`src/rtl/tx_lp_hs_seq_pkg.sv`:
```
// Shared D-PHY lane definitions: sequencer states, LP line codes and default timings.
package dphy_pkg;

  typedef enum logic [2:0] {
    ST_STOP     = 3'd0,
    ST_HS_RQST  = 3'd1,
    ST_HS_PRPR  = 3'd2,
    ST_HS_ZERO  = 3'd3,
    ST_HS_SYNC  = 3'd4,
    ST_HS_DATA  = 3'd5,
    ST_HS_TRAIL = 3'd6,
    ST_HS_EXIT  = 3'd7
  } seq_state_e;

  localparam logic [1:0] LP11 = 2'b11;
  localparam logic [1:0] LP01 = 2'b01;
  localparam logic [1:0] LP00 = 2'b00;

  localparam logic [7:0] SYNC_BYTE_DEF = 8'hB8;

  localparam int T_LPX_DEF        = 2;
  localparam int T_HS_PREPARE_DEF = 2;
  localparam int T_HS_ZERO_DEF    = 6;
  localparam int T_HS_TRAIL_DEF   = 3;
  localparam int T_HS_EXIT_DEF    = 4;

  // A count is usable only if its N-1 reload value fits the timer.
  function automatic bit t_ok(input int t, input int cnt_w);
    return (t >= 1) && (t < (1 << cnt_w));
  endfunction

endpackage

```
`src/rtl/tx_lp_hs_seq_if.sv`:
```
// Lane-side bundle between a burst source (master) and the LP/HS sequencer (slave).
interface tx_lp_hs_seq_if #(
  parameter int DATA_W = 8
);
  logic              TX_REQ;
  logic [DATA_W-1:0] TX_DATA;
  logic              TX_READY;
  logic              Dp;
  logic              Dn;
  logic              HS_EN;
  logic [DATA_W-1:0] HS_DATA;
  logic              TX_HS_END_DATA;
  logic              TX_STOP_STATE;

  modport master (
    output TX_REQ, TX_DATA,
    input  TX_READY, Dp, Dn, HS_EN, HS_DATA, TX_HS_END_DATA, TX_STOP_STATE
  );

  modport slave (
    input  TX_REQ, TX_DATA,
    output TX_READY, Dp, Dn, HS_EN, HS_DATA, TX_HS_END_DATA, TX_STOP_STATE
  );
endinterface

```
`src/rtl/tx_lp_hs_seq_timer.sv`:
```
// Down-counting interval timer: load N-1 on state entry, zero flag marks the final cycle.
module dphy_timer #(
  parameter int CNT_W = 8
) (
  input  logic             i_clk,
  input  logic             i_rst,
  input  logic             i_load,
  input  logic [CNT_W-1:0] i_load_val,
  output logic             o_zero
);
  logic [CNT_W-1:0] r_cnt;

  always_ff @(posedge i_clk) begin
    if (i_rst) begin
      r_cnt <= '0;
    end else if (i_load) begin
      r_cnt <= i_load_val;
    end else if (r_cnt != '0) begin
      r_cnt <= r_cnt - 1'b1;
    end
  end

  assign o_zero = (r_cnt == '0);
endmodule

```
`src/rtl/tx_lp_hs_seq.sv`:
```
// D-PHY TX data-lane burst sequencer: STOP > RQST > PRPR > ZERO > SYNC > DATA > TRAIL > EXIT.
// Line outputs are Moore decodes of the state; HS_DATA is a register loaded for the next state.
module tx_lp_hs_seq
  import dphy_pkg::*;
#(
  parameter int         DATA_W       = 8,
  parameter int         CNT_W        = 8,
  parameter int         T_LPX        = T_LPX_DEF,
  parameter int         T_HS_PREPARE = T_HS_PREPARE_DEF,
  parameter int         T_HS_ZERO    = T_HS_ZERO_DEF,
  parameter int         T_HS_TRAIL   = T_HS_TRAIL_DEF,
  parameter int         T_HS_EXIT    = T_HS_EXIT_DEF,
  parameter logic [7:0] SYNC_BYTE    = SYNC_BYTE_DEF
) (
  input logic          TX_BYTE_clk,
  input logic          TX_rst,
  tx_lp_hs_seq_if.slave lane
);

  if (DATA_W != 8 && DATA_W != 16) begin : g_bad_data_w
    $error("tx_lp_hs_seq: DATA_W must be 8 or 16");
  end
  if (!t_ok(T_LPX, CNT_W) || !t_ok(T_HS_PREPARE, CNT_W) || !t_ok(T_HS_ZERO, CNT_W) ||
      !t_ok(T_HS_TRAIL, CNT_W) || !t_ok(T_HS_EXIT, CNT_W)) begin : g_bad_timing
    $error("tx_lp_hs_seq: every T_* must be in 1 .. 2**CNT_W-1");
  end

  seq_state_e        r_state, w_state_nxt;
  logic [DATA_W-1:0] r_hs_data, w_hs_data_nxt;
  logic              w_tmr_zero, w_tmr_load;
  logic [CNT_W-1:0]  w_tmr_val;
  logic [1:0]        w_lp;
  logic              w_hs_en, w_ready, w_stop, w_end, w_accept;

  always_ff @(posedge TX_BYTE_clk) begin
    if (TX_rst) begin
      r_state   <= ST_STOP;
      r_hs_data <= '0;
    end else begin
      r_state   <= w_state_nxt;
      r_hs_data <= w_hs_data_nxt;
    end
  end

  always_comb begin
    w_state_nxt = ST_STOP;
    w_lp        = LP11;
    w_hs_en     = 1'b0;
    w_ready     = 1'b0;
    w_stop      = 1'b0;
    w_end       = 1'b0;
    case (r_state)
      ST_STOP: begin
        w_stop      = 1'b1;
        w_state_nxt = lane.TX_REQ ? ST_HS_RQST : ST_STOP;
      end
      ST_HS_RQST: begin
        w_lp        = LP01;
        w_state_nxt = w_tmr_zero ? ST_HS_PRPR : ST_HS_RQST;
      end
      ST_HS_PRPR: begin
        w_lp        = LP00;
        w_state_nxt = w_tmr_zero ? ST_HS_ZERO : ST_HS_PRPR;
      end
      ST_HS_ZERO: begin
        w_lp        = LP00;
        w_hs_en     = 1'b1;
        w_state_nxt = w_tmr_zero ? ST_HS_SYNC : ST_HS_ZERO;
      end
      ST_HS_SYNC, ST_HS_DATA: begin
        w_lp        = LP00;
        w_hs_en     = 1'b1;
        w_ready     = 1'b1;
        w_state_nxt = lane.TX_REQ ? ST_HS_DATA : ST_HS_TRAIL;
      end
      ST_HS_TRAIL: begin
        w_lp        = LP00;
        w_hs_en     = 1'b1;
        w_state_nxt = w_tmr_zero ? ST_HS_EXIT : ST_HS_TRAIL;
      end
      ST_HS_EXIT: begin
        w_end       = w_tmr_zero;
        w_state_nxt = w_tmr_zero ? ST_STOP : ST_HS_EXIT;
      end
      default: w_state_nxt = ST_STOP;
    endcase
  end

  assign w_accept   = w_ready & lane.TX_REQ;
  assign w_tmr_load = (w_state_nxt != r_state);

  always_comb begin
    w_tmr_val = '0;
    case (w_state_nxt)
      ST_HS_RQST:  w_tmr_val = CNT_W'(T_LPX - 1);
      ST_HS_PRPR:  w_tmr_val = CNT_W'(T_HS_PREPARE - 1);
      ST_HS_ZERO:  w_tmr_val = CNT_W'(T_HS_ZERO - 1);
      ST_HS_TRAIL: w_tmr_val = CNT_W'(T_HS_TRAIL - 1);
      ST_HS_EXIT:  w_tmr_val = CNT_W'(T_HS_EXIT - 1);
      default:     w_tmr_val = '0;
    endcase
  end

  // Trail fills with the complement of the last transmitted MSB, held for the whole trail.
  always_comb begin
    w_hs_data_nxt = '0;
    case (w_state_nxt)
      ST_HS_SYNC:  w_hs_data_nxt = DATA_W'(SYNC_BYTE);
      ST_HS_DATA:  w_hs_data_nxt = w_accept ? lane.TX_DATA : r_hs_data;
      ST_HS_TRAIL: w_hs_data_nxt = (r_state == ST_HS_TRAIL) ? r_hs_data
                                                             : {DATA_W{~r_hs_data[DATA_W-1]}};
      default:     w_hs_data_nxt = '0;
    endcase
  end

  dphy_timer #(.CNT_W(CNT_W)) u_timer (
    .i_clk      (TX_BYTE_clk),
    .i_rst      (TX_rst),
    .i_load     (w_tmr_load),
    .i_load_val (w_tmr_val),
    .o_zero     (w_tmr_zero)
  );

  assign lane.Dp             = w_lp[1];
  assign lane.Dn             = w_lp[0];
  assign lane.HS_EN          = w_hs_en;
  assign lane.HS_DATA        = r_hs_data;
  assign lane.TX_READY       = w_ready;
  assign lane.TX_HS_END_DATA = w_end;
  assign lane.TX_STOP_STATE  = w_stop;

endmodule
```
`src/flat_wrapper.sv`:
```
// flat-port wrapper written by rule: the top's interface ports become plain ports
module tx_lp_hs_seq_flat import dphy_pkg::*;
#(
  parameter int         DATA_W       = 8,
  parameter int         CNT_W        = 8,
  parameter int         T_LPX        = T_LPX_DEF,
  parameter int         T_HS_PREPARE = T_HS_PREPARE_DEF,
  parameter int         T_HS_ZERO    = T_HS_ZERO_DEF,
  parameter int         T_HS_TRAIL   = T_HS_TRAIL_DEF,
  parameter int         T_HS_EXIT    = T_HS_EXIT_DEF,
  parameter logic [7:0] SYNC_BYTE    = SYNC_BYTE_DEF
)
  (TX_BYTE_clk, TX_rst, lane_TX_REQ, lane_TX_DATA, lane_TX_READY, lane_Dp, lane_Dn, lane_HS_EN, lane_HS_DATA, lane_TX_HS_END_DATA, lane_TX_STOP_STATE);
  tx_lp_hs_seq_if #(.DATA_W(DATA_W)) lane_i ();
  input logic TX_BYTE_clk;
  input logic TX_rst;
  input wire logic [$bits(lane_i.TX_REQ)-1:0] lane_TX_REQ;
  input wire logic [$bits(lane_i.TX_DATA)-1:0] lane_TX_DATA;
  output wire logic [$bits(lane_i.TX_READY)-1:0] lane_TX_READY;
  output wire logic [$bits(lane_i.Dp)-1:0] lane_Dp;
  output wire logic [$bits(lane_i.Dn)-1:0] lane_Dn;
  output wire logic [$bits(lane_i.HS_EN)-1:0] lane_HS_EN;
  output wire logic [$bits(lane_i.HS_DATA)-1:0] lane_HS_DATA;
  output wire logic [$bits(lane_i.TX_HS_END_DATA)-1:0] lane_TX_HS_END_DATA;
  output wire logic [$bits(lane_i.TX_STOP_STATE)-1:0] lane_TX_STOP_STATE;
  assign lane_i.TX_REQ = lane_TX_REQ;
  assign lane_i.TX_DATA = lane_TX_DATA;
  assign lane_TX_READY = lane_i.TX_READY;
  assign lane_Dp = lane_i.Dp;
  assign lane_Dn = lane_i.Dn;
  assign lane_HS_EN = lane_i.HS_EN;
  assign lane_HS_DATA = lane_i.HS_DATA;
  assign lane_TX_HS_END_DATA = lane_i.TX_HS_END_DATA;
  assign lane_TX_STOP_STATE = lane_i.TX_STOP_STATE;
  tx_lp_hs_seq #(.DATA_W(DATA_W), .CNT_W(CNT_W), .T_LPX(T_LPX), .T_HS_PREPARE(T_HS_PREPARE), .T_HS_ZERO(T_HS_ZERO), .T_HS_TRAIL(T_HS_TRAIL), .T_HS_EXIT(T_HS_EXIT), .SYNC_BYTE(SYNC_BYTE)) u_core (.TX_BYTE_clk(TX_BYTE_clk), .TX_rst(TX_rst), .lane(lane_i));
endmodule
```
`config.mk`:
```
export PLATFORM = sky130hd
export DESIGN_NAME = tx_lp_hs_seq_flat
export DESIGN_NICKNAME = d
export VERILOG_FILES = /design/src/rtl/tx_lp_hs_seq_pkg.sv /design/src/rtl/tx_lp_hs_seq_if.sv /design/src/rtl/tx_lp_hs_seq_timer.sv /design/src/rtl/tx_lp_hs_seq.sv /design/src/flat_wrapper.sv
export SDC_FILE = /design/constraint.sdc
export NUM_CORES = 1
export LEC_CHECK = 0
export BUFFER_PORTS_ARGS = -buffer_cell sky130_fd_sc_hd__buf_2
export CELL_PAD_IN_SITES_DETAIL_PLACEMENT = 1
export CELL_PAD_IN_SITES_GLOBAL_PLACEMENT = 1
export CORE_MARGIN = 3
export CORE_UTILIZATION = 30
export CTS_BUF_LIST = sky130_fd_sc_hd__clkbuf_2 sky130_fd_sc_hd__clkbuf_4 sky130_fd_sc_hd__clkbuf_8
export CTS_CLUSTER_DIAMETER = 30
export CTS_CLUSTER_SIZE = 24
export DETAILED_ROUTE_END_ITERATION = 12
export GPL_ROUTABILITY_DRIVEN = 1
export PLACE_DENSITY_LB_ADDON = 0.12
export SETUP_SLACK_MARGIN = 0.1
export SYNTH_ARGS = -nofsm -noshare
export SYNTH_HDL_FRONTEND = slang
export SYNTH_SLANG_ARGS = --single-unit
```
`constraint.sdc`:
```
create_clock -name TX_BYTE_clk -period 1.7 [get_ports TX_BYTE_clk]
set_input_delay 0.085 -clock TX_BYTE_clk [delete_from_list [all_inputs] [get_ports TX_BYTE_clk]]
set_output_delay 0.085 -clock TX_BYTE_clk [all_outputs]
set_load 0.02 [all_outputs]
```
### Yosys cells after proc, flatten, opt, wreduce, memory -nomap -nowiden

Index checks and enable logic that the tools add are counted.

| word-level totals | value |
|---|---|
| bits in registers | 19 |
| input bits | 11 |
| logic and storage cells | 51 |

| operators by class | value |
|---|---|
| add/sub/neg operators | 1 |
| equality and inequality tests | 17 |
| muxes and demuxes | 19 |
| bitwise operators | 2 |
| reductions and logical operators | 9 |

Operators by type and width:

| operator | count |
|---|---|
| $mux W8 | 4 |
| $eq A3 B3 Y1 const B | 8 |
| $pmux W8 S3 | 1 |
| $pmux W3 S7 | 1 |
| $eq A3 B2 Y1 const B | 4 |
| $pmux W3 S4 | 1 |
| $logic_not A8 Y1 | 1 |
| $reduce_bool A8 Y1 | 1 |
| $sub A8 B1 Y8 const B | 1 |
| $mux W1 | 7 |
| $eq A3 B1 Y1 const B | 2 |
| $mux W3 | 2 |
| $reduce_or A5 Y1 | 1 |
| $mux W2 | 2 |
| $pmux W2 S2 | 1 |
| $reduce_or A2 Y1 | 2 |
| $reduce_or A4 Y1 | 1 |
| $logic_not A3 Y1 | 1 |
| $ne A3 B3 Y1 | 1 |
| $ne A2 B1 Y1 const B | 1 |
| $ne A2 B2 Y1 const B | 1 |
| $reduce_and A2 Y1 | 1 |
| $reduce_bool A2 Y1 | 1 |
| $and A1 B1 Y1 | 1 |
| $not A1 Y1 | 1 |

### Logic depth before layout (Yosys ltp)

Gate-level depths: netlist (run 1).

| depth | value |
|---|---|
| depth after elaboration | 7 |
| mapped depth | 7 |
| depth with buffers taken out | 6 |

### Hierarchy

Synthesis (run 1) repeated with hierarchy kept, for this count alone.

| unflattened totals | value |
|---|---|
| cells, all modules | 137 |
| area total of the unflattened synthesis | 1149.9 um^2 |

Modules (own cells, without submodules):

| module | times used | cells an instance | area each (um^2) |
|---|---|---|---|
| tx_lp_hs_seq | 1 | 84 | 674.4 |
| dphy_timer | 1 | 53 | 475.5 |

### Worst setup path before layout (run 1)

No wires, ideal clock.

| timing path | value |
|---|---|
| kind | register -> register |
| from | register u_core.u_timer.r_cnt[0] |
| to | register u_core.r_hs_data[3] (netlist: u_core.lane.HS_DATA[3]) |
| library setup time | 60 ps |
| data arrival time | 1592 ps |
| required time | 1640 ps |
| slack | 48 ps |
| stages on the path, launching flop included | 8 |
| buffers on the path | 1 |
| clock period less this slack | 1652 ps |
| cell sequence | dfxtp_1 -> inv_1 -> ha_1 -> nor3b_2 -> and2_0 -> buf_2 -> nor3_2 -> a221o_1 |

| between the ends | value |
|---|---|
| word-level cells in the longest chain between the ends | 6 |
| elaborated cells between the ends (all ways) | 14 |
| classes of those cells | eq/ne (5); mux (7); reduce/logical (2) |

RTL lines:

| element | line | text |
|---|---|---|
| start, declared | tx_lp_hs_seq_timer.sv:11 | `logic [CNT_W-1:0] r_cnt;` |
| start signal, assigned | tx_lp_hs_seq_timer.sv:17 | `r_cnt <= i_load_val;` |
| start signal, assigned | tx_lp_hs_seq_timer.sv:19 | `r_cnt <= r_cnt - 1'b1;` |
| $logic_not A8 Y1 (*) | tx_lp_hs_seq_timer.sv:23 | `assign o_zero = (r_cnt == '0);` |
| $mux W3, or another cell as far along | tx_lp_hs_seq.sv:83 | `w_state_nxt = w_tmr_zero ? ST_STOP : ST_HS_EXIT;` |
| $pmux W3 S7 (*) | tx_lp_hs_seq.sv:52 | `case (r_state)` |
| $eq A3 B3 Y1 | tx_lp_hs_seq.sv:107 | `case (w_state_nxt)` |
| $ne A2 B2 Y1 (no source line) or $ne A2 B1 Y1 (tied branches) | - |  |
| $reduce_and A2 Y1 (no source line) | - |  |
| end signal, assigned | tx_lp_hs_seq.sv:41 | `r_hs_data <= w_hs_data_nxt;` |
| end, declared | tx_lp_hs_seq.sv:29 | `logic [DATA_W-1:0] r_hs_data, w_hs_data_nxt;` |

Every way passes the cells marked *; elsewhere a longest branch is shown, timed or not.
A chain may end at the register's enable or synchronous reset.

### Worst setup path after layout (run 1)

| timing path | value |
|---|---|
| from | register u_core.u_timer.r_cnt[0] |
| to | output lane_TX_HS_END_DATA |

| between the ends | value |
|---|---|
| word-level cells in the longest chain between the ends | 2 |

RTL lines:

| element | line | text |
|---|---|---|
| $logic_not A8 Y1 | tx_lp_hs_seq_timer.sv:23 |  |
| $mux W1 | tx_lp_hs_seq.sv:52 |  |
| end, declared | flat_wrapper.sv:24 | `output wire logic [$bits(lane_i.TX_HS_END_DATA)-1:0] lane_TX_HS_END_DATA;` |

No other way between the ends.

==> impl_metrics.toml, run 1 <==
[sta]
hold_violations = 0
worst_clock_skew_ns = 0.004633
finalMaxSlewViolations = 0
worstMarginPinSlew_ns = 0.3409
max_freq_mhz = 594.5
rsz0062_at_grt = "yes"
period_share_pct = 98.95
slew_headroom_pct = 77.06
hold_ws_ns = 0.008769
setup_viol = 0
fin_crit_ns = 1.682

[global_routing]
grt_overflow = 0
grt_usage_pct = 15.98
grt_pass1_wl_mm = 5.375
grt_max_degree = 13
grt_antenna_before_repair = 0
grt_pass1_vias = 1106

[critical_path]
critPathKind = "reg2out"
worstReg2RegStart = "u_core.u_timer.r_cnt[0]"
cp.arrival_ns = 1.60
end_kind = "primary output"
crit_fanout = 2
startpoint_type = "flop"
reg2reg_depth = 8
worst-r2r-setup-slack_ns = 0.08
r2r_end = "u_core.lane.HS_DATA[2]"
cp_data_required_time_ns = 1.62

[die]
coreArea_um2 = 3178
start_util_pct = 32.95
die_area_um2 = 4236
die_h_um = 65.09
pin_count = 25
die_x_um = 65.09
row_count = 20

[cells_and_area]
nNetsFinal = 179
drive_gt1_share_pct = 47.59
area_growth_pct = 46.71
antenna_cells = 0
final_util_pct = 48.35

[synth]
yosysWarnings = 0
yosysSeqAreaShare_pct = 36.32
ys_ff_latch = 19
synthTopCellsByArea = "dfxtp_1, a21oi_1, a221o_1"
avgSynthCellArea_um2 = 8.514
syn_nets = 135
yosysUniqueCellTypes = 41
synth_top_cell_area_share_pct = 36.32
ys_top_cells_by_count = "dfxtp_1, a21oi_1, nand2_1, nor2_1"
synth-edff-count = 0
yosysTopAreaCell = "dfxtp_1"
synthFlopType = "dfxtp_1"
syn_inst = 123
async_reset_ff_share_pct = 0
synth_most_common_cell = "dfxtp_1"
netlist_area_um2 = 1047

[power_and_ir_drop]
power.share.combinational_pct = 65.2
swShare_pct = 43.16
p_seq_share_pct = 25.6
intPower_mw = 1.512
peakVddDrop_mv = 0.7252
p_leak_nw = 0.6399
power.net_switching_mw = 1.148
clkPwrFrac_pct = 9.1
power_density_nw_per_um2 = 1731

[clock_tree]
path_clk_slew_ns = 0.12
cts_buffers = 3
clkLatencyLatePin_ns = 0.30
clockBufferDepth = 2
cts_tree = "built"
htree_levels = 1
cts.sinks = 19
cts-root-buf = "clkbuf_4"

[routing]
drt_iter0_markers = 24
first_pass_iters = 4
wl_per_cell_um = 15.88
drc = 0
viasPerCell = 5.262
wl_mm = 3.334
antenna_left = 0
via_count = 1105

[run_status]
outcome = "complete, no violations"

[placement]
dpl.hpwl_mm = 2.287
gp_congestion = 0.7464
port_buffers = 24

[worst_hold_path]
min_from = "lane_TX_DATA[3]"
min_path_cells = 2
hold_end = "u_core.lane.HS_DATA[3]"
hp-class = "in2reg"

[job]
cap_violations = 0
## layout make-up
| cell class | count | area (um^2) |
|---|---|---|
| Tap cell | 44 | 55.05 |
| Multi-Input combinational cell | 89 | 720.7 |
| Fill cell | 394 | 1642 |
| Inverter | 6 | 22.52 |
| Clock inverter | 1 | 5.005 |
| Clock buffer | 3 | 22.52 |
| Timing Repair Buffer | 48 | 324.1 |
| Sequential cell | 19 | 386.6 |
## state kept, by name (all words and copies together), names as in the netlist
name                  count
u_core.lane.HS_DATA       8
u_core.u_timer.r_cnt      8
u_core.r_state            3
## worst max-delay path, cell delays in order (launching register included)
cell	delay [ns]
dfxtp_2	0.35
inv_2	0.06
ha_4	0.13
nor3b_4	0.20
and2_4	0.18
buf_6	0.09
and3_4	0.17
buf_6	0.11
## layer usage
layer | wire length (um) | vias to the layer above | part of all wire, % | track usage, %
li1 | - | 549 | - | -
met1 | 1557 | 538 | 47 | 21.94
met2 | 1674 | 16 | 50 | 26.44
met3 | 83 | 2 | 2.5 | 2.080
met4 | 19 | 0 | 0.57 | 3.886
met5 | 0 | - | 0 | 0
## timing repair
item | CTS | global route
endpoints found under the setup margin | 15 | 18
hold buffers | 0 | 1
hold endpoints to repair | 0 | 1
gates resized for setup | 15 | 18
pin swaps | 2 | 10
setup buffers | 3 | 5
## metrics by stage
stage / instances / cell area, um^2 / setup TNS, ns / power [mW] / setup WS, ns
global placement: 197 / 1300 / 0 / 1.960 / 0.01553
floorplan: 123 / 1054 / 0 / 1.543 / 0.1034
finish: 210 / 1536 / 0 / 2.660 / 0.01778
CTS: 204 / 1401 / 0 / 2.453 / 0.02405
detailed placement: 197 / 1300 / 0 / 1.988 / 0.01779
global route: 210 / 1536 / -0.09384 / 2.878 / -0.06529
## how the worst max path moves through the flow
stage,from,end,slack [ns],cells after the start
after floorplan,u_core.u_timer.r_cnt[0],u_core.lane.HS_DATA[0],0.10,7
after global placement,u_core.u_timer.r_cnt[7],u_core.lane.HS_DATA[6],0.02,6
after detailed placement,u_core.u_timer.r_cnt[7],u_core.lane.HS_DATA[0],0.02,6
after CTS,u_core.u_timer.r_cnt[1],u_core.lane.HS_DATA[6],0.02,8
after global routing,u_core.u_timer.r_cnt[0],lane_TX_HS_END_DATA,-0.07,7
final,u_core.u_timer.r_cnt[0],lane_TX_HS_END_DATA,0.02,7
## layout by cell type (no fill, tap or decap), drive strengths merged, types with 3 or more instances in the layout
cell and count:
a21o 3, a21oi 10, a221o 5, a311oi 4, buf 47, clkbuf 3, dfxtp 19, inv 6
nand2 8, nand2b 4, nand3 6, nor2 7, nor3 5, o21ai 3, o2bb2ai 4, xor2 3
## power groups by stage
stage	registers (mW)	logic, mW	clock network [mW]
floorplan	0.640	0.902	0
global placement	0.653	1.31	0
detailed placement	0.662	1.33	0
CTS	0.675	1.53	0.248
global route	0.704	1.91	0.269
finish	0.682	1.73	0.243
## cell families (layout without fill, tap and decap cells)
kind of cell             count (synthesis)  count (layout)  synth area share, %
XOR/XNOR                                 4               4                3.346
buffers and inverters                   15              58                6.093
flip-flops                              19              19                36.32
AND/OR/NAND/NOR                         44              44                25.09
AO/OA/AOI/OAI                           39              39                27.00
adder cells (fa/ha/maj)                  1               1                1.195
multiplexers                             1               1               0.9558
No activity file was read; power rests on OpenSTA's default activity.
==> run 2, diff against run 1 <==
Settings changed: RECOVER_POWER from default to 50.
==> impl_metrics.toml, run 2 (same netlist as run 1, synthesis figures left out) <==
[die]
start_util_pct = 32.95
coreArea_um2 = 3178
pin_count = 25
die_h_um = 65.09
row_count = 20
die_area_um2 = 4236
die_x_um = 65.09

[power_and_ir_drop]
power_mw = 2.652
clkPwrFrac_pct = 9.2
power_density_nw_per_um2 = 1737
power.share.combinational_pct = 65.2
power.net_switching_mw = 1.142
intPower_mw = 1.511
p_seq_share_pct = 25.7
swShare_pct = 43.04
p_leak_nw = 0.6046
peakVddDrop_mv = 0.7187

[routing]
viasPerCell = 5.252
via_count = 1103
drc = 0
drt_iter0_markers = 34
wl_mm = 3.326
wl_per_cell_um = 15.84
first_pass_iters = 4
antenna_left = 0

[clock_tree]
cts.sinks = 19
cts-root-buf = "clkbuf_4"
cts_buffers = 3
path_clk_slew_ns = 0.12
htree_levels = 1
clockBufferDepth = 2
cts_tree = "built"
clkLatencyLatePin_ns = 0.30

[sta]
tns_ns = 0
setup_viol = 0
fin_crit_ns = 1.681
period_share_pct = 98.89
worstMarginPinSlew_ns = 0.3409
rsz0062_at_grt = "yes"
worst_clock_skew_ns = 0.003673
hold_ws_ns = 0.007162
max_freq_mhz = 594.8
hold_violations = 0
slew_headroom_pct = 77.06
finalMaxSlewViolations = 0

[placement]
port_buffers = 24
dpl.hpwl_mm = 2.287
gp_congestion = 0.7464

[cells_and_area]
drive_gt1_share_pct = 42.77
antenna_cells = 0
layout_common_cells = "buf_4, buf_2, dfxtp_1"
area_growth_pct = 45.76
final_common_cell = "buf_4"
nNetsFinal = 179

[critical_path]
cp_data_required_time_ns = 1.62
worstReg2RegStart = "u_core.u_timer.r_cnt[0]"
reg2reg_depth = 8
crit_fanout = 2
end_kind = "primary output"
critPathKind = "reg2out"
startpoint_type = "flop"
r2r_end = "u_core.lane.HS_DATA[2]"
worst-r2r-setup-slack_ns = 0.08
cp.arrival_ns = 1.60

[job]
cap_violations = 0

[worst_hold_path]
hold_end = "u_core.lane.HS_DATA[3]"
min_path_cells = 2
hp-class = "in2reg"
min_from = "lane_TX_DATA[3]"

[global_routing]
grt_max_degree = 13
grt_pass1_vias = 1106
grt_antenna_before_repair = 0
grt_usage_pct = 15.98
grt_overflow = 0
grt_pass1_wl_mm = 5.375

[run_status]
outcome = "complete, no violations"
==> run 2: worst max path at each step <==
stage / depth (start not counted) / from / slack (ns) / endpoint
final: 7 / u_core.u_timer.r_cnt[0] / 0.02 / lane_TX_HS_END_DATA
after global routing: 7 / u_core.u_timer.r_cnt[0] / -0.07 / lane_TX_HS_END_DATA
after CTS: 8 / u_core.u_timer.r_cnt[1] / 0.02 / u_core.lane.HS_DATA[6]
after detailed placement: 6 / u_core.u_timer.r_cnt[7] / 0.02 / u_core.lane.HS_DATA[0]
after global placement: 6 / u_core.u_timer.r_cnt[7] / 0.02 / u_core.lane.HS_DATA[6]
after floorplan: 7 / u_core.u_timer.r_cnt[0] / 0.10 / u_core.lane.HS_DATA[0]
==> run 2: layer usage <==
| metal | up-vias | share of wire [%] | track usage [%] |
|---|---|---|---|
| met5 | - | 0 | 0 |
| met4 | 0 | 0.57 | 3.886 |
| met3 | 2 | 2.4 | 2.080 |
| met2 | 15 | 51 | 26.44 |
| met1 | 538 | 46 | 21.94 |
| li1 | 548 | - | - |
==> run 2: critical path, stage by stage, from the launching register on <==
cell     delay, ns
dfxtp_2       0.35
inv_2         0.06
ha_4          0.13
nor3b_4       0.20
and2_4        0.18
buf_6         0.09
and3_4        0.17
buf_6         0.11
==> run 2: through the flow <==
step                std cells  utilization [%]  worst slack (ns)  instance area, um^2
finish                    210            48.03           0.01885                 1526
global route              210            48.03          -0.06529                 1526
CTS                       204            44.09           0.02405                 1401
detailed placement        197            40.91           0.01779                 1300
global placement          197            40.91           0.01553                 1300
floorplan                 123                -            0.1034                 1054
==> run 2: area by class of cell <==
cell class | count | area, um^2
fill | 392 | 1652
multi-input combinational | 89 | 720.7
sequential | 19 | 386.6
timing repair buffer | 48 | 314.1
tap | 44 | 55.05
clock buffer | 3 | 22.52
inverter | 6 | 22.52
clock inverter | 1 | 5.005
==> run 2: repair_timing <==
item | 4_1_cts | 5_1_grt
setup endpoints to repair | 15 | 18
pin swaps | 2 | 10
setup buffers | 3 | 5
gates resized for setup | 15 | 18
hold buffers | 0 | 1
endpoints found under the hold margin | 0 | 1
==> run 2: power groups by stage <==
stage	combinational, mW	clock, mW	sequential, mW
after floorplan	0.902	0	0.640
after global placement	1.31	0	0.653
after detailed placement	1.33	0	0.662
after CTS	1.53	0.248	0.675
after global routing	1.90	0.269	0.704
final	1.73	0.243	0.680
==> run 3, diff against run 2 <==
Settings changed: CELL_PAD_IN_SITES_GLOBAL_PLACEMENT 1 to 2, CORE_MARGIN 3 to default, CORE_UTILIZATION 30 to 29, RECOVER_POWER 50 to 25.
==> impl_metrics.toml, run 3 (same netlist as run 1, synthesis figures left out) <==
[power_and_ir_drop]
peakVddDrop_mv = 0.5645
power_mw = 2.760
power_density_nw_per_um2 = 1807
p_leak_nw = 0.6235

[run_status]
outcome = "complete, but fails checks"
violations = "setup timing"

[routing]
antenna_left = 0
drt_iter0_markers = 24
via_count = 1132
drc = 0
first_pass_iters = 4
wl_per_cell_um = 15.11
wl_mm = 3.263
viasPerCell = 5.241

[job]
cap_violations = 0

[critical_path]
slowest_stage = "dfxtp_2"
crit_top_cell = "buf_6"
worstPathCellList = "inv_2 > ha_4 > nor3b_4 > and2_4 > buf_6 > and3_4 > buf_6"
cp_data_required_time_ns = 1.62
path_buf_inv = 3
startpoint_type = "flop"
critPathKind = "reg2out"
cpPeakStageDelay_ns = 0.35
worst_path_dominant_cell_family = "simple AND/OR/NAND/NOR gates"
crit_fanout = 3
end_kind = "primary output"
cp.arrival_ns = 1.63

[global_routing]
grt_use_met2_pct = 32.37
use_met1_pct = 22.89
grt_pass1_wl_mm = 5.112
grt_pass1_vias = 1072
grt_antenna_before_repair = 0
grtUsageMet3_pct = 2.484
grt_max_degree = 15
grt_overflow = 0
grt-busiest-layer = "met2"
grt_usage_pct = 18.18

[placement]
gp_congestion = 0.8211
dpl.hpwl_mm = 2.215
port_buffers = 24

[cells_and_area]
area_growth_pct = 45.88
antenna_cells = 0
final_common_cell = "buf_4"
nNetsFinal = 183
drive_gt1_share_pct = 41.76
layout_common_cells = "buf_4, buf_2, dfxtp_1"

[die]
die_x_um = 62.10
pin_count = 25
die_h_um = 62.10
row_count = 21
die_area_um2 = 3856
coreArea_um2 = 3390
start_util_pct = 30.90

[sta]
period_share_pct = 101.1
fin_crit_ns = 1.719
rsz0062_at_grt = "yes"
max_freq_mhz = 581.8
worst_slack_ns = -0.01872
worst_clock_skew_ns = 0.002681
setup_viol = 1
hold_violations = 0
finalMaxSlewViolations = 0
slew_headroom_pct = 69.74
worstMarginPinSlew_ns = 0.4498
hold_ws_ns = 0.008258

[clock_tree]
cts.sinks = 19
cts_tree = "built"
cts-root-buf = "clkbuf_4"
clockBufferDepth = 2
clkLatencyLatePin_ns = 0.30
htree_levels = 1
path_clk_slew_ns = 0.12
cts_buffers = 3

[worst_hold_path]
hp-class = "in2reg"
[run 3: cell count changes in the layout (fill, tap and decap cells not counted), sizes merged]
cell    change
clkbuf      -1
buf         +5
[run 3: power by group]
part           total, mW  internal (mW)  switching (mW)  leakage [nW]
registers          0.699          0.554           0.145         0.157
clock network      0.242         0.0875           0.155        0.0177
logic               1.82          0.928           0.891         0.449
total               2.76           1.57            1.19         0.623
[run 3: per-stage QoR]
step / util (%) / TNS [ns] / setup slack, ns / cells / instance area [um^2]
floorplan: - / 0 / 0.1034 / 123 / 1054
global placement: 38.87 / 0 / 0.07749 / 201 / 1318
detailed placement: 38.87 / 0 / 0.02365 / 201 / 1318
CTS: 43.52 / -0.01142 / -0.01142 / 211 / 1475
global route: 45.07 / -0.1880 / -0.07918 / 216 / 1528
finish: 45.07 / -0.01872 / -0.01872 / 216 / 1528
[run 3: routing by layer]
metal | up-vias | part of all wire [%]
li1 | 554 | -
met1 | 558 | 45
met2 | 18 | 52
met3 | 2 | 2.1
met4 | 0 | 0.70
met5 | - | 0
[run 3: layout make-up]
type / count / area (um^2)
Clock buffer: 3 / 22.52
Inverter: 6 / 22.52
Fill cell: 403 / 1862
Multi-Input combinational cell: 89 / 680.7
Tap cell: 46 / 57.56
Sequential cell: 19 / 391.6
Clock inverter: 1 / 5.005
Timing Repair Buffer: 52 / 347.8
[run 3: final timing paths]
| kind | start | to | slack, ns | cells past startpoint |
|---|---|---|---|---|
| min reg2reg | u_core.lane.HS_DATA[6] | u_core.lane.HS_DATA[6] | 0.48 | 1 |
| max | u_core.u_timer.r_cnt[1] | lane_TX_HS_END_DATA | -0.02 | 7 |
| min | lane_TX_DATA[3] | u_core.lane.HS_DATA[3] | 0.008 | 2 |
| max reg2reg | u_core.u_timer.r_cnt[1] | u_core.u_timer.r_cnt[2] | 0.01 | 8 |
[run 3: worst reg2reg max path, cell delays in order (launching register included)]
cell	delay, ns
dfxtp_2	0.35
inv_2	0.07
ha_4	0.14
nor3b_4	0.20
buf_4	0.17
buf_6	0.12
nand2_2	0.05
or4_1	0.41
a21oi_1	0.13
[run 3: repair_timing]
item                       CTS  global route
buffers inserted             5             5
pin swaps                    9             5
setup endpoints to repair   16            20
resized for setup           24             6
hold endpoints to repair     1             0
hold buffers                 1             0
